### src/rtl/ccsds123_ctrl_pkg.sv
// Shared types and elaboration-time helpers for the ccsds123 image sequencer.
// Latency: n/a (package only).
// Backpressure: n/a (package only).
// Contents: state enum, beat/remainder helpers, coordinate-width helper and defaults.
package ccsds123_ctrl_pkg;

  typedef enum logic {
    IDLE = 1'b0,
    RUN  = 1'b1
  } state_t;

  // Width of a counter holding 0..n-1; never narrower than one bit so that
  // degenerate dimensions (n==1) still produce a legal port.
  function automatic int coord_w(input int n);
    return (n > 1) ? $clog2(n) : 1;
  endfunction

  // Beats needed to carry one whole image, PIPELINES samples per beat.
  function automatic int beats_f(input int nx, input int ny, input int nz, input int p);
    return (nx * ny * nz + p - 1) / p;
  endfunction

  // Valid samples in the final beat, 1..p.
  function automatic int rem_f(input int nx, input int ny, input int nz, input int p);
    return nx * ny * nz - (beats_f(nx, ny, nz, p) - 1) * p;
  endfunction

  // Coordinate widths for the default image geometry.
  localparam int NX_DEF = 500;
  localparam int NY_DEF = 500;
  localparam int NZ_DEF = 100;
  localparam int XW_DEF = coord_w(NX_DEF);
  localparam int YW_DEF = coord_w(NY_DEF);
  localparam int ZW_DEF = coord_w(NZ_DEF);

endpackage

### src/rtl/ccsds123_coord_cnt.sv
// BIP-order (z fastest, then x, then y) coordinate counter stepping z by P.
// Latency: coordinates update on the clock edge after adv/clr.
// Backpressure: none; advances only when the parent asserts adv.
// Ports: clk, aresetn, adv (step once), clr (back to origin, wins over adv),
//        z/x/y current coordinate of lane 0.
module ccsds123_coord_cnt
  import ccsds123_ctrl_pkg::*;
#(
  parameter int P  = 3,
  parameter int NX = 500,
  parameter int NY = 500,
  parameter int NZ = 100
) (
  input  logic                   clk,
  input  logic                   aresetn,
  input  logic                   adv,
  input  logic                   clr,
  output logic [coord_w(NZ)-1:0] z,
  output logic [coord_w(NX)-1:0] x,
  output logic [coord_w(NY)-1:0] y
);

  localparam int ZW = coord_w(NZ);
  localparam int XW = coord_w(NX);
  localparam int YW = coord_w(NY);

  // One guard bit is enough: z < NZ and P <= NZ, so z+P < 2*NZ.
  logic [ZW:0]   z_sum;
  logic [XW:0]   x_inc;
  logic [YW:0]   y_inc;
  logic          z_carry;
  logic          x_carry;
  logic          y_wrap;
  logic [ZW-1:0] z_next;

  assign z_sum   = {1'b0, z} + (ZW+1)'(P);
  assign z_carry = (z_sum >= (ZW+1)'(NZ));
  assign z_next  = z_carry ? ZW'(z_sum - (ZW+1)'(NZ)) : z_sum[ZW-1:0];
  assign x_inc   = {1'b0, x} + (XW+1)'(1);
  assign x_carry = (x_inc == (XW+1)'(NX));
  assign y_inc   = {1'b0, y} + (YW+1)'(1);
  assign y_wrap  = (y_inc == (YW+1)'(NY));

  always_ff @(posedge clk or negedge aresetn) begin
    if (!aresetn) begin
      z <= '0;
      x <= '0;
      y <= '0;
    end else if (clr) begin
      z <= '0;
      x <= '0;
      y <= '0;
    end else if (adv) begin
      z <= z_next;
      if (z_carry) begin
        if (x_carry) begin
          x <= '0;
          y <= y_wrap ? '0 : y_inc[YW-1:0];
        end else begin
          x <= x_inc[XW-1:0];
        end
      end
    end
  end

endmodule

### src/rtl/ccsds123_ctrl.sv
// Image sequencer: gates s_axis into the datapath, tags beats with z/x/y, first/last, lane mask.
// Latency: zero-cycle handshake pass-through; sideband valid with dp_tvalid.
// Backpressure: ready follows dp_tready; new images held off while MAX_INFLIGHT are outstanding.
// Ports: s_axis_tvalid/tready upstream, dp_* to datapath, m_axis_* monitored for image
//        completion, busy. Optional CCSDS123_CTRL_STATS_EN adds stat_total/stat_stall/stat_images.
module ccsds123_ctrl
  import ccsds123_ctrl_pkg::*;
#(
  parameter int PIPELINES    = 3,
  parameter int NX           = 500,
  parameter int NY           = 500,
  parameter int NZ           = 100,
  parameter int MAX_INFLIGHT = 2,
  parameter int CNT_W        = 32
) (
  input  logic                   clk,
  input  logic                   aresetn,
  input  logic                   s_axis_tvalid,
  output logic                   s_axis_tready,
  output logic                   dp_tvalid,
  input  logic                   dp_tready,
  output logic [PIPELINES-1:0]   dp_lane_valid,
  output logic                   dp_first,
  output logic                   dp_last,
  output logic [coord_w(NZ)-1:0] dp_z,
  output logic [coord_w(NX)-1:0] dp_x,
  output logic [coord_w(NY)-1:0] dp_y,
  input  logic                   m_axis_tvalid,
  input  logic                   m_axis_tready,
  input  logic                   m_axis_tlast,
  output logic                   busy
`ifdef CCSDS123_CTRL_STATS_EN
  ,
  output logic [CNT_W-1:0]       stat_total,
  output logic [CNT_W-1:0]       stat_stall,
  output logic [CNT_W-1:0]       stat_images
`endif
);

  localparam int BEATS = beats_f(NX, NY, NZ, PIPELINES);
  localparam int REM   = rem_f(NX, NY, NZ, PIPELINES);
  localparam int BW    = coord_w(BEATS);
  localparam int IW    = $clog2(MAX_INFLIGHT + 1);
  localparam logic [PIPELINES-1:0] LAST_MASK = {PIPELINES{1'b1}} >> (PIPELINES - REM);

  state_t        state;
  logic [BW-1:0] beat_cnt;
  logic [IW-1:0] inflight;
  logic          open;
  logic          acc;
  logic          done;
  logic          inc;
  logic          dec;

  // An image already running is never cut off mid-image by the in-flight limit.
  assign open          = (inflight < IW'(MAX_INFLIGHT)) || (state == RUN);
  assign s_axis_tready = dp_tready && open;
  assign dp_tvalid     = s_axis_tvalid && open;
  assign acc           = s_axis_tvalid && dp_tready && open;
  assign done          = m_axis_tvalid && m_axis_tready && m_axis_tlast;

  assign dp_first      = (state == IDLE);
  assign dp_last       = (beat_cnt == BW'(BEATS - 1));
  assign dp_lane_valid = dp_last ? LAST_MASK : {PIPELINES{1'b1}};
  assign busy          = (state != IDLE) || (inflight != '0);

  // First beat of an image is the one accepted in IDLE; a done with nothing
  // outstanding is dropped so the counter cannot underflow.
  assign inc = acc && (state == IDLE);
  assign dec = done && (inflight != '0);

  always_ff @(posedge clk or negedge aresetn) begin
    if (!aresetn) begin
      state    <= IDLE;
      beat_cnt <= '0;
      inflight <= '0;
    end else begin
      if (acc) begin
        if (dp_last) begin
          state    <= IDLE;
          beat_cnt <= '0;
        end else begin
          state    <= RUN;
          beat_cnt <= beat_cnt + BW'(1);
        end
      end
      if (inc && !dec) begin
        inflight <= inflight + IW'(1);
      end else if (dec && !inc) begin
        inflight <= inflight - IW'(1);
      end
    end
  end

  ccsds123_coord_cnt #(
    .P  (PIPELINES),
    .NX (NX),
    .NY (NY),
    .NZ (NZ)
  ) u_coord (
    .clk     (clk),
    .aresetn (aresetn),
    .adv     (acc),
    .clr     (acc && dp_last),
    .z       (dp_z),
    .x       (dp_x),
    .y       (dp_y)
  );

`ifdef CCSDS123_CTRL_STATS_EN
  always_ff @(posedge clk or negedge aresetn) begin
    if (!aresetn) begin
      stat_total  <= '0;
      stat_stall  <= '0;
      stat_images <= '0;
    end else begin
      if (((state == RUN) || s_axis_tvalid) && (stat_total != '1)) begin
        stat_total <= stat_total + CNT_W'(1);
      end
      if (s_axis_tvalid && !s_axis_tready && (stat_stall != '1)) begin
        stat_stall <= stat_stall + CNT_W'(1);
      end
      if (done && (stat_images != '1)) begin
        stat_images <= stat_images + CNT_W'(1);
      end
    end
  end
`endif

endmodule
### config.mk
export PLATFORM = sky130hd
export DESIGN_NAME = ccsds123_ctrl
export DESIGN_NICKNAME = d
export VERILOG_FILES = /design/src/rtl/ccsds123_ctrl_pkg.sv /design/src/rtl/ccsds123_coord_cnt.sv /design/src/rtl/ccsds123_ctrl.sv
export SDC_FILE = /design/constraint.sdc
export NUM_CORES = 1
export LEC_CHECK = 0
export ABC_AREA = 1
export CELL_PAD_IN_SITES_DETAIL_PLACEMENT = 1
export CELL_PAD_IN_SITES_GLOBAL_PLACEMENT = 1
export CORE_MARGIN = 4
export CORE_UTILIZATION = 45
export CTS_BUF_LIST = sky130_fd_sc_hd__clkbuf_4 sky130_fd_sc_hd__clkbuf_8
export DETAILED_ROUTE_END_ITERATION = 16
export GPL_TIMING_DRIVEN = 0
export PLACE_DENSITY_LB_ADDON = 0.1
export SLEW_MARGIN = 20
export SYNTH_ARGS = -nofsm -noshare
export SYNTH_HDL_FRONTEND = slang
export SYNTH_SLANG_ARGS = --single-unit
### constraint.sdc
create_clock -name clk -period 3.5 [get_ports clk]
set_input_delay 0.525 -clock clk [delete_from_list [all_inputs] [get_ports clk]]
set_output_delay 0.525 -clock clk [all_outputs]
set_load 0.02 [all_outputs]
# Word-level counts from Yosys, hierarchy flattened
# Index checks and enable logic that the tools add are counted.
# op_classes
n_bitwise,1
order_cmp,2
muxes,17
n_addsub,7
eq_ne,3
reduce_logical,22
# ops
operator,count
9-bit two-way mux,9
"23-bit by 1-bit adder with 23-bit output, second input constant",1
"23-bit == test, second input constant",1
23-bit two-way mux,1
7-bit two-way mux,3
"9-bit by 1-bit adder with 10-bit output, second input constant",2
"10-bit by 9-bit == test with 1-bit output, second input constant",2
1-bit logical AND,11
2-bit nonzero test,5
"7-bit by 2-bit adder with 8-bit output, second input constant",1
"8-bit by 7-bit greater-or-equal comparator with 1-bit output, second input constant",1
"7-bit subtractor, second input constant",1
2-bit two-way mux,2
3-bit two-way mux,1
3-bit AND reduction,1
"2-bit by 1-bit adder with 2-bit output, second input constant",1
1-bit zero test,2
1-bit logical OR,2
"2-bit < comparator, second input constant",1
2-bit AND reduction,1
"2-bit by 1-bit subtractor with 2-bit output, second input constant",1
1-bit two-way mux,1
1-bit NOT,1
# word_totals
regBits,51
word_cells,58

# Depth between registers and ports, before layout
# Gate-level depths: netlist (run 1).
# logic_depth
depth_word,8
ltp_mapped,17

# By module
# From an unflattened synthesis (run 1), not the netlist that was laid out.
# unflattened
cells_unflattened,534
hier_area_um2,3717.3
# modules_own_cells
mod,area_each_um2,cells_per_inst,instances
ccsds123_coord_cnt,1921.8,278,1
ccsds123_ctrl,1795.5,256,1

# Least setup slack after synthesis (run 1)
# Ideal clock, no wire load.
# synth_timing
kind,register to register
from,register u_coord.z[0]
to,register u_coord.y[6]
arrival_ps,2146
period_less_slack_ps,2257
stages_incl_launch_ff,18
required_ps,3389
path_slack_ps,1243
path_cell_list,dfrtp_1 -> nor2_1 -> inv_1 -> nand2_1 -> xor2_1 -> ha_1 -> inv_1 -> a21oi_1 -> nand2_1 -> nand3_1 -> nand2_2 -> nand2_2 -> nand2_4 -> nand2_4 -> buf_6 -> nand2_2 -> nand2_2 -> inv_2
# synth_via
elab_chain_cells,4
# synth_lines
item,line_no,rtl
start: declaration,ccsds123_coord_cnt.sv:18,"output logic [coord_w(NZ)-1:0] z,"
start signal: assignment,ccsds123_coord_cnt.sv:54,z <= z_next;
7-bit by 2-bit adder with 8-bit output,ccsds123_coord_cnt.sv:36,"assign z_sum = {1'b0, z} + (ZW+1)'(P);"
8-bit by 7-bit greater-or-equal comparator with 1-bit output,ccsds123_coord_cnt.sv:37,assign z_carry = (z_sum >= (ZW+1)'(NZ));
2-bit nonzero test (no source line),--,
3-bit AND reduction (no source line),--,
end signal: assignment,ccsds123_coord_cnt.sv:58,y <= y_wrap ? '0 : y_inc[YW-1:0];
end: declaration,ccsds123_coord_cnt.sv:20,output logic [coord_w(NY)-1:0] y
# Every way passes these cells.
# A chain may end at the register's enable or synchronous reset.

# Worst setup path in the final report (run 1)
# layout_timing
from,register beat_cnt[1]
to,output dp_lane_valid[2]
# layout_via
elab_chain_cells,2
# layout_lines
item,line_no,rtl
start: declaration,ccsds123_ctrl.sv:47,logic [BW-1:0] beat_cnt;
start signal: assignment,ccsds123_ctrl.sv:84,beat_cnt <= beat_cnt + BW'(1);
23-bit == test,ccsds123_ctrl.sv:63,assign dp_last = (beat_cnt == BW'(BEATS - 1));
3-bit two-way mux,ccsds123_ctrl.sv:64,assign dp_lane_valid = dp_last ? LAST_MASK : {PIPELINES{1'b1}};
end: declaration,ccsds123_ctrl.sv:22,"output logic [PIPELINES-1:0] dp_lane_valid,"
# Every way passes these cells.

==> out/qor.json, run 1 <==
{
  "status": {"value": "finished clean"},
  "grt.overflow.total": {"value": 0},
  "cts_tree": {"value": "done"},
  "htreeDepth": {"value": 2},
  "synth-seq-area-share": {"value": 36.9, "unit": "%"},
  "ant_nets": {"value": 0},
  "num_antenna_cells": {"value": 0},
  "routed-via-count": {"value": 3307},
  "cts_made_buffers": {"value": 5},
  "critical_path.endpoint_type": {"value": "primary output"},
  "area.growth.synth_to_final": {"value": 17.5, "unit": "%"},
  "drt_wl_total": {"value": 9.54, "unit": "mm"},
  "max_freq": {"value": 0.379, "unit": "GHz"},
  "cp_slowest_stage_delay": {"value": 0.52, "unit": "ns"},
  "post_drt_via_cell_ratio": {"value": 5.25},
  "startpoint_type": {"value": "flop"},
  "grt_start_max_net_pins": {"value": 52},
  "mappedNetlistNets": {"value": 501},
  "first_pass_grt_wire_length": {"value": 16.1, "unit": "mm"},
  "hold_fails_final_rpt": {"value": 0},
  "floorplan.rows": {"value": 31},
  "postSynthCellCount": {"value": 485},
  "drc": {"value": 0},
  "place_ws": {"value": 0.875, "unit": "ns"},
  "critical_path_peak_fanout": {"value": 4},
  "multi_input_comb_area": {"value": 1840, "unit": "um2"},
  "synth.yosys.warnings": {"value": 0},
  "hold-worst-slack": {"value": 0.232, "unit": "ns"},
  "postSynthAreaPerCell": {"value": 7.13, "unit": "um2"},
  "synth.top_cell.area_share": {"value": 36.9, "unit": "%"},
  "worstPathRequired": {"value": 2.97, "unit": "ns"},
  "cts-resized-gates": {"value": 0},
  "grt_total_usage": {"value": 22.4, "unit": "%"},
  "crit_path_cell_trace": {"value": "inv_1, ha_1, nand4_1, nor2_1, nand3_2, buf_4, clkdlybuf4s50_1"},
  "worst_ep_arrival": {"value": 2.12, "unit": "ns"},
  "filler_cell_count": {"value": 972},
  "sequential_cell_area": {"value": 1280, "unit": "um2"},
  "place.detailed.instances": {"value": 622},
  "fp.dieW": {"value": 95.6, "unit": "um"},
  "setup_slack": {"value": 0.860, "unit": "ns"},
  "place.gp.congestion": {"value": 0.831},
  "hold_buffer_count_at_cts": {"value": 0},
  "synthTopCellsByArea": {"value": "sky130_fd_sc_hd__dfrtp_1 37%, sky130_fd_sc_hd__nand2_1 13%, sky130_fd_sc_hd__inv_1 7.5%, sky130_fd_sc_hd__nand3_1 7.2%, sky130_fd_sc_hd__nor2_1 4.9%"},
  "cap_viol_max_count": {"value": 0},
  "detailedRoute.firstPassIterationCount": {"value": 4},
  "final_cell_count_no_fill": {"value": 630},
  "post-route-min-period": {"value": 2.64, "unit": "ns"},
  "postCtsSetupRepairBufs": {"value": 0},
  "buffers_added_on_ports": {"value": 38},
  "tightest_slew": {"value": 0.665, "unit": "ns"},
  "hold_class": {"value": "input port to async pin"},
  "synth_most_common_cell": {"value": "sky130_fd_sc_hd__nand2_1"},
  "synth.largest_area_cell": {"value": "sky130_fd_sc_hd__dfrtp_1"},
  "rsz0062_at_grt": {"value": "no"},
  "synth_enable_flop_cells": {"value": 0},
  "start_util": {"value": 46.9, "unit": "%"},
  "design.portCount": {"value": 40},
  "tritoncts_num_sinks": {"value": 51},
  "worst_clock_skew": {"value": 0.0103, "unit": "ns"},
  "max-vdd-ir-drop": {"value": 0.174, "unit": "mV"},
  "clk_root_buffer_cell": {"value": "sky130_fd_sc_hd__clkbuf_8"},
  "critical_path.slowest_cell": {"value": "sky130_fd_sc_hd__clkdlybuf4s50_1"},
  "synthFlopType": {"value": "sky130_fd_sc_hd__dfrtp_1"},
  "yosys_register_bits": {"value": 51},
  "antenna_found_initial": {"value": 0},
  "drive_gt1_share": {"value": 9.42, "unit": "%"},
  "library_cells_used_by_synthesis": {"value": 43},
  "clkLatencyLatePin": {"value": 0.32, "unit": "ns"},
  "synthArstFlopShare": {"value": 100, "unit": "%"},
  "clk_pin_slew": {"value": 0.10, "unit": "ns"},
  "grt_pass1_vias": {"value": 3416},
  "slew_violations": {"value": 0},
  "timing.setup.tns": {"value": 0, "unit": "ns"},
  "ys_top_cells_by_count": {"value": "118 x sky130_fd_sc_hd__nand2_1, 69 x sky130_fd_sc_hd__inv_1, 51 x sky130_fd_sc_hd__dfrtp_1, 50 x sky130_fd_sc_hd__nand3_1, 45 x sky130_fd_sc_hd__nor2_1"},
  "timing.critical_path.buf_inv": {"value": 3},
  "chipHeight": {"value": 95.6, "unit": "um"},
  "timing.final.setup_violations": {"value": 0},
  "layout_worst_path_cycle_share": {"value": 75.4, "unit": "%"},
  "die_area": {"value": 9150, "unit": "um2"},
  "criticalPathCategory": {"value": "flop to primary output"},
  "coreArea": {"value": 7370, "unit": "um2"},
  "power_density": {"value": 544, "unit": "nW/um2"},
  "power_leakage": {"value": 1.90, "unit": "nW"},
  "wl_cell": {"value": 15.1, "unit": "um"},
  "relSlewSlack": {"value": 55.6, "unit": "%"},
  "finish.net_count": {"value": 546},
  "post_synth_instance_area": {"value": 3460, "unit": "um2"},
  "cts-root-to-sink-buffers": {"value": 2},
  "worst_path_dominant_cell_family": {"value": "buffers and inverters"},
  "post-dp-hpwl": {"value": 7.26, "unit": "mm"},
  "initialDrtViolationCount": {"value": 105}
}
[state kept, by name (all words and copies together) (netlist names)]
name / cells
inflight: 2
u_coord.z: 7
u_coord.y: 9
u_coord.x: 9
state: 1
beat_cnt: 23
[stage by stage]
stage / total power, mW / instance area (um2) / utilization [%]
final: 2.21 / 4060 / 55.1
after global routing: 2.38 / 4060 / 55.1
after CTS: 2.23 / 4060 / 55.1
after detailed placement: 1.83 / 3960 / 53.7
after global placement: 1.77 / 3960 / 53.7
after floorplan: 1.48 / 3460 / -
[cell families after synthesis]
family	Yosys count	share of synthesized area, %
xor gates and xnor gates	17	4.31
buffers and inverters	84	9.74
adders and majority gates	9	3.26
AOI/OAI and AO/OA	53	9.38
DFF	51	36.9
and+or+nand+nor	270	36.3
other	1	0.109
[cells in the final DEF (no fill, tap or decap), types with 4 or more instances in the layout]
master	Yosys	layout
sky130_fd_sc_hd__a21oi_1	10	10
sky130_fd_sc_hd__buf_4	3	4
sky130_fd_sc_hd__clkbuf_8	0	7
sky130_fd_sc_hd__clkdlybuf4s50_1	0	37
sky130_fd_sc_hd__dfrtp_1	51	51
sky130_fd_sc_hd__ha_1	9	9
sky130_fd_sc_hd__inv_1	69	69
sky130_fd_sc_hd__inv_2	6	6
sky130_fd_sc_hd__nand2_1	118	118
sky130_fd_sc_hd__nand2_2	8	8
sky130_fd_sc_hd__nand3_1	50	50
sky130_fd_sc_hd__nand4_1	18	18
sky130_fd_sc_hd__nor2_1	45	45
sky130_fd_sc_hd__nor3_1	11	11
sky130_fd_sc_hd__o21ai_0	17	17
sky130_fd_sc_hd__o21ai_1	8	8
sky130_fd_sc_hd__o21ai_2	4	4
sky130_fd_sc_hd__o21bai_1	4	4
sky130_fd_sc_hd__xor2_1	14	14
[power by group]
part / switching [mW] / leakage, nW / internal [mW] / total [mW]
registers: 0.163 / 0.605 / 0.717 / 0.880
clock network: 0.213 / 0.0505 / 0.180 / 0.394
logic: 0.575 / 1.24 / 0.362 / 0.937
[routing by layer]
layer / vias to the layer above / GRT usage (%) / wire length [um]
met5: - / 0 / 0
met4: 0 / 5.21 / 86
met3: 5 / 3.24 / 216
met2: 40 / 40.2 / 4830
met1: 1612 / 28.2 / 4410
li1: 1650 / - / -
[area by class of cell]
type | count | share of cell area [%]
multi-input cells | 350 | 45.4
plain buffers | 8 | 1.23
inverters | 76 | 7.05
flip-flops and latches | 51 | 31.4
repair buffers | 38 | 9.30
well taps | 99 | 3.05
clock inverters | 1 | 0.185
clock buffers | 7 | 2.37
[final timing paths]
check,startpoint,end,slack [ns],cells after the start
max,beat_cnt[1]$_DFFE_PN0P_,dp_lane_valid[2],0.86,7
min reg2reg,inflight[0]$_DFFE_PN0P_,inflight[0]$_DFFE_PN0P_,0.51,1
max reg2reg,u_coord.z[0]$_DFFE_PN0P_,u_coord.y[6]$_DFFE_PN0P_,0.99,17
max in group asynchronous,aresetn,beat_cnt[18]$_DFFE_PN0P_,2.82,1
min,aresetn,u_coord.z[6]$_DFFE_PN0P_,0.23,1
min in group clk,inflight[0]$_DFFE_PN0P_,inflight[0]$_DFFE_PN0P_,0.51,1
(Power assumes the default switching activity.)
==> run 2, diff against run 1 <==
--- a/config.mk
+++ b/config.mk
@@ -9,7 +9,7 @@
 export CELL_PAD_IN_SITES_DETAIL_PLACEMENT = 1
 export CELL_PAD_IN_SITES_GLOBAL_PLACEMENT = 1
 export CORE_MARGIN = 4
-export CORE_UTILIZATION = 45
+export CORE_UTILIZATION = 38
 export CTS_BUF_LIST = sky130_fd_sc_hd__clkbuf_4 sky130_fd_sc_hd__clkbuf_8
 export DETAILED_ROUTE_END_ITERATION = 16
 export GPL_TIMING_DRIVEN = 0
==> constraint.sdc (replaced) <==
create_clock -name clk -period 2.2 [get_ports clk]
set_input_delay 0.33 -clock clk [delete_from_list [all_inputs] [get_ports clk]]
set_output_delay 0.33 -clock clk [all_outputs]
set_load 0.02 [all_outputs]
==> run 2 against run 1 <==
Compared with the run above:
- worst setup slack worse by 0.80 ns
- critical endpoint is now u_coord.y[6]$_DFFE_PN0P_
- power up 82%
- sequential cell count unchanged
- register-to-register slack worse by 0.93 ns
- highest routed layer unchanged
- critical path type is now flop to flop
==> out/qor.json, run 2 (same netlist as run 1, synthesis figures left out) <==
{
  "status": {"value": "finished clean"},
  "die_area": {"value": 10700, "unit": "um2", "change": "+17%"},
  "timing.rr.start": {"value": "u_coord.z[0]$_DFFE_PN0P_"},
  "start_util": {"value": 39.2, "unit": "%", "change": "-7.6 points"},
  "coreArea": {"value": 8810, "unit": "um2", "change": "+19%"},
  "setup_slack": {"value": 0.0590, "unit": "ns", "change": "-0.801 ns"},
  "relSlewSlack": {"value": 54.7, "unit": "%", "change": "-0.94 points"},
  "most-common-layout-cells": {"value": "112 x sky130_fd_sc_hd__nand2_1, 64 x sky130_fd_sc_hd__inv_1, 49 x sky130_fd_sc_hd__nand3_1"},
  "place_ws": {"value": -0.270, "unit": "ns", "change": "-1.14 ns"},
  "drive_gt1_share": {"value": 17.2, "unit": "%", "change": "+7.8 points"},
  "cap_viol_max_count": {"value": 0, "change": "unchanged"},
  "worst_clock_skew": {"value": 0.0176, "unit": "ns", "change": "+0.00727 ns"},
  "critical_path.endpoint": {"value": "u_coord.y[6]$_DFFE_PN0P_"},
  "tritoncts_num_sinks": {"value": 51, "change": "unchanged"},
  "slew_violations": {"value": 0, "change": "unchanged"},
  "worstPathRequired": {"value": 2.42, "unit": "ns", "change": "-0.55 ns"},
  "mostFrequentLayoutCell": {"value": "sky130_fd_sc_hd__nand2_1"},
  "first_pass_grt_wire_length": {"value": 16.2, "unit": "mm", "change": "+0.73%"},
  "cts-root-to-sink-buffers": {"value": 2, "change": "unchanged"},
  "num_antenna_cells": {"value": 0, "change": "unchanged"},
  "clk_root_buffer_cell": {"value": "sky130_fd_sc_hd__clkbuf_8"},
  "grt.overflow.total": {"value": 0, "change": "unchanged"},
  "timing.final.setup_violations": {"value": 0, "change": "unchanged"},
  "criticalPathCategory": {"value": "flop to flop"},
  "grt_pass1_vias": {"value": 3450, "change": "+1.0%"},
  "regMostFlops": {"value": "beat_cnt"},
  "grt_start_max_net_pins": {"value": 52, "change": "unchanged"},
  "finish.utilization": {"value": 49.1, "unit": "%", "change": "-6.0 points"},
  "chipHeight": {"value": 103, "unit": "um", "change": "+8.1%"},
  "power_leakage": {"value": 2.00, "unit": "nW", "change": "+5.5%"},
  "detailedRoute.firstPassIterationCount": {"value": 4, "change": "unchanged"},
  "wl_cell": {"value": 15.3, "unit": "um", "change": "+0.87%"},
  "max-vdd-ir-drop": {"value": 0.398, "unit": "mV", "change": "+130%"},
  "drc": {"value": 0, "change": "unchanged"},
  "crit_start": {"value": "u_coord.z[0]$_DFFE_PN0P_"},
  "post-dp-hpwl": {"value": 7.36, "unit": "mm", "change": "+1.4%"},
  "tightest_slew": {"value": 0.679, "unit": "ns", "change": "+0.0140 ns"},
  "htreeDepth": {"value": 2, "change": "unchanged"},
  "hold_class": {"value": "input port to async pin"},
  "reg2reg_depth": {"value": 17, "change": "unchanged"},
  "reg_top3": {"value": "beat_cnt (23), u_coord.x (9), u_coord.y (9)"},
  "hold-worst-slack": {"value": 0.0327, "unit": "ns", "change": "-0.199 ns"},
  "design.portCount": {"value": 40, "change": "unchanged"},
  "rsz0062_at_grt": {"value": "yes"},
  "hold_fails_final_rpt": {"value": 0, "change": "unchanged"},
  "regToRegSetupSlack": {"value": 0.06, "unit": "ns", "change": "-0.93 ns"},
  "post-route-min-period": {"value": 2.14, "unit": "ns"},
  "cts_made_buffers": {"value": 5, "change": "unchanged"},
  "cts_tree": {"value": "done"},
  "timing.setup.tns": {"value": 0, "unit": "ns", "change": "unchanged"},
  "worst_ep_arrival": {"value": 2.36, "unit": "ns", "change": "+0.24 ns"},
  "clk_pin_slew": {"value": 0.10, "unit": "ns", "change": "about the same"},
  "routed-via-count": {"value": 3375, "change": "+2.1%"},
  "area.growth.synth_to_final": {"value": 25.1, "unit": "%"},
  "clkLatencyLatePin": {"value": 0.32, "unit": "ns", "change": "about the same"},
  "finish.net_count": {"value": 562, "change": "+2.9%"},
  "post_drt_via_cell_ratio": {"value": 5.15, "change": "-1.8%"},
  "ant_nets": {"value": 0, "change": "unchanged"},
  "drt_wl_total": {"value": 10.0, "unit": "mm", "change": "+4.9%"},
  "initialDrtViolationCount": {"value": 70, "change": "-33%"},
  "place.gp.congestion": {"value": 0.780, "change": "-6.1%"},
  "max_freq": {"value": 0.467, "unit": "GHz"},
  "critical_path.endpoint_type": {"value": "flop"},
  "critical_path_peak_fanout": {"value": 7, "change": "+3"},
  "r2r-end": {"value": "u_coord.y[6]$_DFFE_PN0P_"},
  "grt_total_usage": {"value": 19.1, "unit": "%", "change": "-3.2 points"},
  "power_density": {"value": 933, "unit": "nW/um2", "change": "+71%"},
  "fp.dieW": {"value": 103, "unit": "um", "change": "+8.1%"},
  "buffers_added_on_ports": {"value": 38, "change": "unchanged"},
  "antenna_found_initial": {"value": 0, "change": "unchanged"},
  "largest_reg_flops": {"value": 23, "change": "unchanged"},
  "floorplan.rows": {"value": 34, "change": "+9.7%"},
  "startpoint_type": {"value": "flop"},
  "layout_worst_path_cycle_share": {"value": 97.3, "unit": "%"}
}
[run 2: cell types whose count changed in the layout (fill, tap and decap cells not counted), moves of 3 or more]
cell                              delta
sky130_fd_sc_hd__buf_4              +14
sky130_fd_sc_hd__clkdlybuf4s50_1     -3
sky130_fd_sc_hd__inv_2               +4
sky130_fd_sc_hd__dfrtp_2             +3
sky130_fd_sc_hd__ha_1                -4
sky130_fd_sc_hd__inv_1               -5
sky130_fd_sc_hd__dfrtp_1             -3
sky130_fd_sc_hd__nand2_1             -6
sky130_fd_sc_hd__nand2_2             +6
sky130_fd_sc_hd__clkbuf_2            +4
[run 2: critical path: stages (launching register included)]
cell and delay (ns):
sky130_fd_sc_hd__dfrtp_2 0.46, sky130_fd_sc_hd__nor2_4 0.14, sky130_fd_sc_hd__inv_2 0.05, sky130_fd_sc_hd__nand2_2 0.07, sky130_fd_sc_hd__xor2_2 0.17, sky130_fd_sc_hd__ha_2 0.22
sky130_fd_sc_hd__inv_2 0.05, sky130_fd_sc_hd__a21oi_2 0.10, sky130_fd_sc_hd__nand2_1 0.07, sky130_fd_sc_hd__nand3_2 0.07, sky130_fd_sc_hd__nand2_2 0.07, sky130_fd_sc_hd__nand2_2 0.08
sky130_fd_sc_hd__nand2_4 0.09, sky130_fd_sc_hd__nand2_4 0.14, sky130_fd_sc_hd__buf_8 0.14, sky130_fd_sc_hd__nand2_2 0.05, sky130_fd_sc_hd__nand2_2 0.05, sky130_fd_sc_hd__inv_2 0.03
[run 2: layout make-up]
cell class,count,area [um2]
Buffer,8,62.6
Clock inverter,3,43.8
Timing Repair Buffer,54,505
Inverter,76,289
Sequential cell,51,1280
Tap cell,108,135
Clock buffer,5,68.8
Fill cell,1145,4480
Multi-Input combinational cell,350,1940
[run 2: where the power goes]
part / switching (mW) / total [mW] / leakage (nW) / internal, mW
logic: 1.07 / 1.94 / 1.34 / 0.864
clock network: 0.346 / 0.686 / 0.0581 / 0.340
registers: 0.264 / 1.41 / 0.601 / 1.15
total: 1.68 / 4.03 / 2.00 / 2.35
[run 2: what timing repair did]
action	CTS	global route
pin swaps	2	9
setup buffers	6	9
setup endpoints to repair	24	28
cloned	0	1
hold buffers	0	0
resized for setup	10	32
[run 2: how the worst min path moves through the flow]
stage          slack [ns]                    start                       end
5_1_grt              0.08                  aresetn  u_coord.z[1]$_DFFE_PN0P_
6_report             0.03                  aresetn  u_coord.z[1]$_DFFE_PN0P_
3_5_place_dp         0.42                  aresetn  u_coord.z[1]$_DFFE_PN0P_
3_3_place_gp         0.49  inflight[0]$_DFFE_PN0P_   inflight[0]$_DFFE_PN0P_
2_1_floorplan        0.03                  aresetn   beat_cnt[0]$_DFFE_PN0P_
4_1_cts              0.06                  aresetn  u_coord.x[4]$_DFFE_PN0P_
[run 2: metrics by stage]
step                power (mW)  cells  cell area, um2
finish                    4.03    655            4320
global route              4.37    655            4320
CTS                       3.76    645            4150
detailed placement        2.92    631            3980
global placement          2.85    631            3980
floorplan                 2.36    485            3460
[run 2: routing by layer]
| layer | part of all wire [%] | wire length [um] | global-route usage, % | up-vias |
|---|---|---|---|---|
| li1 | - | - | - | 1677 |
| met1 | 47 | 4680 | 25.2 | 1658 |
| met2 | 50 | 5000 | 33.1 | 30 |
| met3 | 1.8 | 176 | 2.41 | 10 |
| met4 | 1.4 | 144 | 5.08 | 0 |
| met5 | 0 | 0 | 0 | - |
==> run 3, diff against run 2 <==
--- a/config.mk
+++ b/config.mk
@@ -9,9 +9,10 @@
 export CELL_PAD_IN_SITES_DETAIL_PLACEMENT = 1
 export CELL_PAD_IN_SITES_GLOBAL_PLACEMENT = 1
 export CORE_MARGIN = 4
-export CORE_UTILIZATION = 38
+export CORE_UTILIZATION = 43
 export CTS_BUF_LIST = sky130_fd_sc_hd__clkbuf_4 sky130_fd_sc_hd__clkbuf_8
 export DETAILED_ROUTE_END_ITERATION = 16
+export DONT_BUFFER_PORTS = 1
 export GPL_TIMING_DRIVEN = 0
 export PLACE_DENSITY_LB_ADDON = 0.1
 export SLEW_MARGIN = 20
==> run 3 against run 2 <==
Compared with the run above:
- sequential cell count unchanged
- worst setup slack got worse by 0.013 ns
- fmax is 0.58% lower
- core utilization up 3.7 points
- sequential power increased by 11%
- sequential share of layout area increased by 1.8 points
==> out/qor.json, run 3 (same netlist as run 1, synthesis figures left out) <==
{
  "cts_tree": {"value": "done"},
  "post-dp-hpwl": {"value": 7.12, "unit": "mm", "change": "-3.4%"},
  "hold_path_startpoint": {"value": "m_axis_tlast"},
  "rsz0062_at_grt": {"value": "yes"},
  "clk_pin_slew": {"value": 0.10, "unit": "ns", "change": "about the same"},
  "fp.dieW": {"value": 97.7, "unit": "um", "change": "-5.5%"},
  "htreeDepth": {"value": 2, "change": "unchanged"},
  "design.portCount": {"value": 40, "change": "unchanged"},
  "grt.overflow.total": {"value": 0, "change": "unchanged"},
  "initialDrtViolationCount": {"value": 107, "change": "+53%"},
  "clk_root_buffer_cell": {"value": "sky130_fd_sc_hd__clkbuf_8"},
  "use_met1": {"value": 27.6, "unit": "%", "change": "+2.3 points"},
  "setup_slack": {"value": 0.0464, "unit": "ns", "change": "-0.0126 ns"},
  "floorplan.rows": {"value": 32, "change": "-5.9%"},
  "r2r-end": {"value": "u_coord.y[6]$_DFFE_PN0P_"},
  "totalPowerFinal": {"value": 3.83, "unit": "mW", "change": "-4.9%"},
  "reg2reg_depth": {"value": 14, "change": "-3"},
  "start_util": {"value": 44.5, "unit": "%", "change": "+5.2 points"},
  "layout_worst_path_cycle_share": {"value": 97.9, "unit": "%", "change": "+0.57 points"},
  "sequential_cell_area": {"value": 1290, "unit": "um2", "change": "+0.59%"},
  "most-common-layout-cells": {"value": "107 x sky130_fd_sc_hd__nand2_1, 64 x sky130_fd_sc_hd__inv_1, 45 x sky130_fd_sc_hd__nand3_1"},
  "hold_class": {"value": "input port to flop"},
  "grt_pass1_vias": {"value": 3489, "change": "+1.1%"},
  "startpoint_type": {"value": "flop"},
  "globalRouteMet2Util": {"value": 37.3, "unit": "%", "change": "+4.2 points"},
  "buffers_added_on_ports": {"value": 0, "change": "-100%"},
  "regToRegSetupSlack": {"value": 0.05, "unit": "ns", "change": "about the same"},
  "antenna_found_initial": {"value": 0, "change": "unchanged"},
  "max_freq": {"value": 0.464, "unit": "GHz", "change": "-0.58%"},
  "regMostFlops": {"value": "beat_cnt"},
  "grt_start_max_net_pins": {"value": 52, "change": "unchanged"},
  "max-vdd-ir-drop": {"value": 0.396, "unit": "mV", "change": "-0.34%"},
  "coreArea": {"value": 7770, "unit": "um2", "change": "-12%"},
  "tritoncts_num_sinks": {"value": 51, "change": "unchanged"},
  "slew_violations": {"value": 0, "change": "unchanged"},
  "mostFrequentLayoutCell": {"value": "sky130_fd_sc_hd__nand2_1"},
  "worst_ep_arrival": {"value": 2.37, "unit": "ns", "change": "about the same"},
  "timing.rr.start": {"value": "u_coord.z[3]$_DFFE_PN0P_"},
  "area.growth.synth_to_final": {"value": 18.8, "unit": "%"},
  "finish.utilization": {"value": 52.8, "unit": "%", "change": "+3.7 points"},
  "hold-worst-slack": {"value": 0.349, "unit": "ns", "change": "+0.316 ns"},
  "power_density": {"value": 934, "unit": "nW/um2", "change": "+0.17%"},
  "multi_input_comb_area": {"value": 2030, "unit": "um2", "change": "+4.7%"},
  "hold_fails_final_rpt": {"value": 0, "change": "unchanged"},
  "place_ws": {"value": -0.396, "unit": "ns", "change": "-0.127 ns"},
  "power_leakage": {"value": 1.85, "unit": "nW", "change": "-7.5%"},
  "critical_path_peak_fanout": {"value": 7, "change": "unchanged"},
  "grt_total_usage": {"value": 21.5, "unit": "%", "change": "+2.4 points"},
  "drt_wl_total": {"value": 10.1, "unit": "mm", "change": "+1.0%"},
  "worst_clock_skew": {"value": 0.00990, "unit": "ns", "change": "-0.00771 ns"},
  "die_area": {"value": 9540, "unit": "um2", "change": "-11%"},
  "relSlewSlack": {"value": 54.4, "unit": "%", "change": "-0.36 points"},
  "cap_viol_max_count": {"value": 0, "change": "unchanged"},
  "chipHeight": {"value": 97.7, "unit": "um", "change": "-5.5%"},
  "timing.final.setup_violations": {"value": 0, "change": "unchanged"},
  "cts_made_buffers": {"value": 5, "change": "unchanged"},
  "drive_gt1_share": {"value": 21.7, "unit": "%", "change": "+4.5 points"},
  "wl_cell": {"value": 16.5, "unit": "um", "change": "+7.8%"},
  "critical_path.endpoint_type": {"value": "flop"},
  "worstPathRequired": {"value": 2.42, "unit": "ns", "change": "about the same"},
  "post-route-min-period": {"value": 2.15, "unit": "ns", "change": "+0.0126 ns"},
  "cts-root-to-sink-buffers": {"value": 2, "change": "unchanged"},
  "place.gp.congestion": {"value": 0.859, "change": "+10%"},
  "clkLatencyLatePin": {"value": 0.31, "unit": "ns", "change": "about the same"},
  "grt-busiest-layer": {"value": "met2"},
  "status": {"value": "finished clean"},
  "criticalPathCategory": {"value": "flop to flop"},
  "finish.net_count": {"value": 527, "change": "-6.2%"},
  "ant_nets": {"value": 0, "change": "unchanged"},
  "drc": {"value": 0, "change": "unchanged"},
  "tightest_slew": {"value": 0.679, "unit": "ns", "change": "-0.000677 ns"},
  "reg_top3": {"value": "beat_cnt (23), u_coord.x (9), u_coord.y (9)"},
  "num_antenna_cells": {"value": 0, "change": "unchanged"},
  "first_pass_grt_wire_length": {"value": 17.0, "unit": "mm", "change": "+4.4%"},
  "filler_cell_count": {"value": 986, "change": "-14%"},
  "hold_path_cells": {"value": 3},
  "detailedRoute.firstPassIterationCount": {"value": 4, "change": "unchanged"},
  "post_drt_via_cell_ratio": {"value": 5.38, "change": "+4.5%"},
  "largest_reg_flops": {"value": 23, "change": "unchanged"},
  "grtUsageMet3": {"value": 3.52, "unit": "%", "change": "+1.1 points"},
  "routed-via-count": {"value": 3306, "change": "-2.0%"},
  "min_to": {"value": "inflight[0]$_DFFE_PN0P_"}
}
## run 3: changes by cell type in the layout (fill, tap and decap cells not counted), sizes merged
cell           delta
buf               +5
bufinv            -1
clkbuf            -6
clkdlybuf4s15     -1
clkdlybuf4s50    -34
clkinv            -1
clkinvlp          +2
dlygate4sd3       +1
## run 3: routing by layer
metal / part of all wire [%] / up-vias
met5: 0 / -
met4: 2.4 / 0
met3: 3.0 / 22
met2: 51 / 54
met1: 44 / 1619
li1: - / 1611
## run 3: final cells by class
cell class | instances | area share, %
clock buffers | 5 | 1.68
multi-input cells | 350 | 49.5
clock inverters | 3 | 0.488
well taps | 102 | 3.11
flip-flops and latches | 51 | 31.4
inverters | 76 | 7.10
plain buffers | 8 | 1.68
repair buffers | 19 | 5.09
## run 3: worst max path at each step
stage / cells past startpoint / endpoint / from
finish: 14 / u_coord.y[6]$_DFFE_PN0P_ / u_coord.z[3]$_DFFE_PN0P_
global placement: 17 / u_coord.y[6]$_DFFE_PN0P_ / u_coord.z[1]$_DFFE_PN0P_
global route: 17 / u_coord.y[2]$_DFFE_PN0P_ / u_coord.z[0]$_DFFE_PN0P_
CTS: 15 / u_coord.x[3]$_DFFE_PN0P_ / u_coord.z[0]$_DFFE_PN0P_
detailed placement: 17 / u_coord.y[6]$_DFFE_PN0P_ / u_coord.z[1]$_DFFE_PN0P_
floorplan: 16 / u_coord.y[3]$_DFFE_PN0P_ / u_coord.z[1]$_DFFE_PN0P_
## run 3: power breakdown
group	switching, mW	internal, mW
Sequential	0.423	1.15
Combinational	0.967	0.733
Clock	0.340	0.222
## run 3: stage by stage
stage	instance area, um2	std cells	setup TNS (ns)
2_1_floorplan	3460	485	0
3_3_place_gp	3590	587	-3.18
3_5_place_dp	3590	587	-6.06
4_1_cts	3930	609	-0.0710
5_1_grt	4100	614	-1.15
6_report	4100	614	0
## run 3: critical path: stages (launching register included)
cell	delay, ns
sky130_fd_sc_hd__dfrtp_1	0.60
sky130_fd_sc_hd__xor2_4	0.28
sky130_fd_sc_hd__buf_6	0.15
sky130_fd_sc_hd__ha_4	0.14
sky130_fd_sc_hd__a21oi_2	0.12
sky130_fd_sc_hd__nand2_1	0.08
sky130_fd_sc_hd__nand3_2	0.07
sky130_fd_sc_hd__nand2_2	0.07
sky130_fd_sc_hd__nand2_2	0.08
sky130_fd_sc_hd__nand2_4	0.09
sky130_fd_sc_hd__nand2_8	0.10
sky130_fd_sc_hd__buf_8	0.13
sky130_fd_sc_hd__nand2_2	0.05
sky130_fd_sc_hd__nand2_2	0.05
sky130_fd_sc_hd__inv_2	0.03
## run 3: timing repair
action / 4_1_cts / 5_1_grt
endpoints found under the setup margin: 23 / 29
hold endpoints to repair: 51 / 0
buffers inserted: 11 / 5
hold buffers: 2 / 0
gates resized for setup: 29 / 39
cloned: 1 / 0
pin swaps: 6 / 15
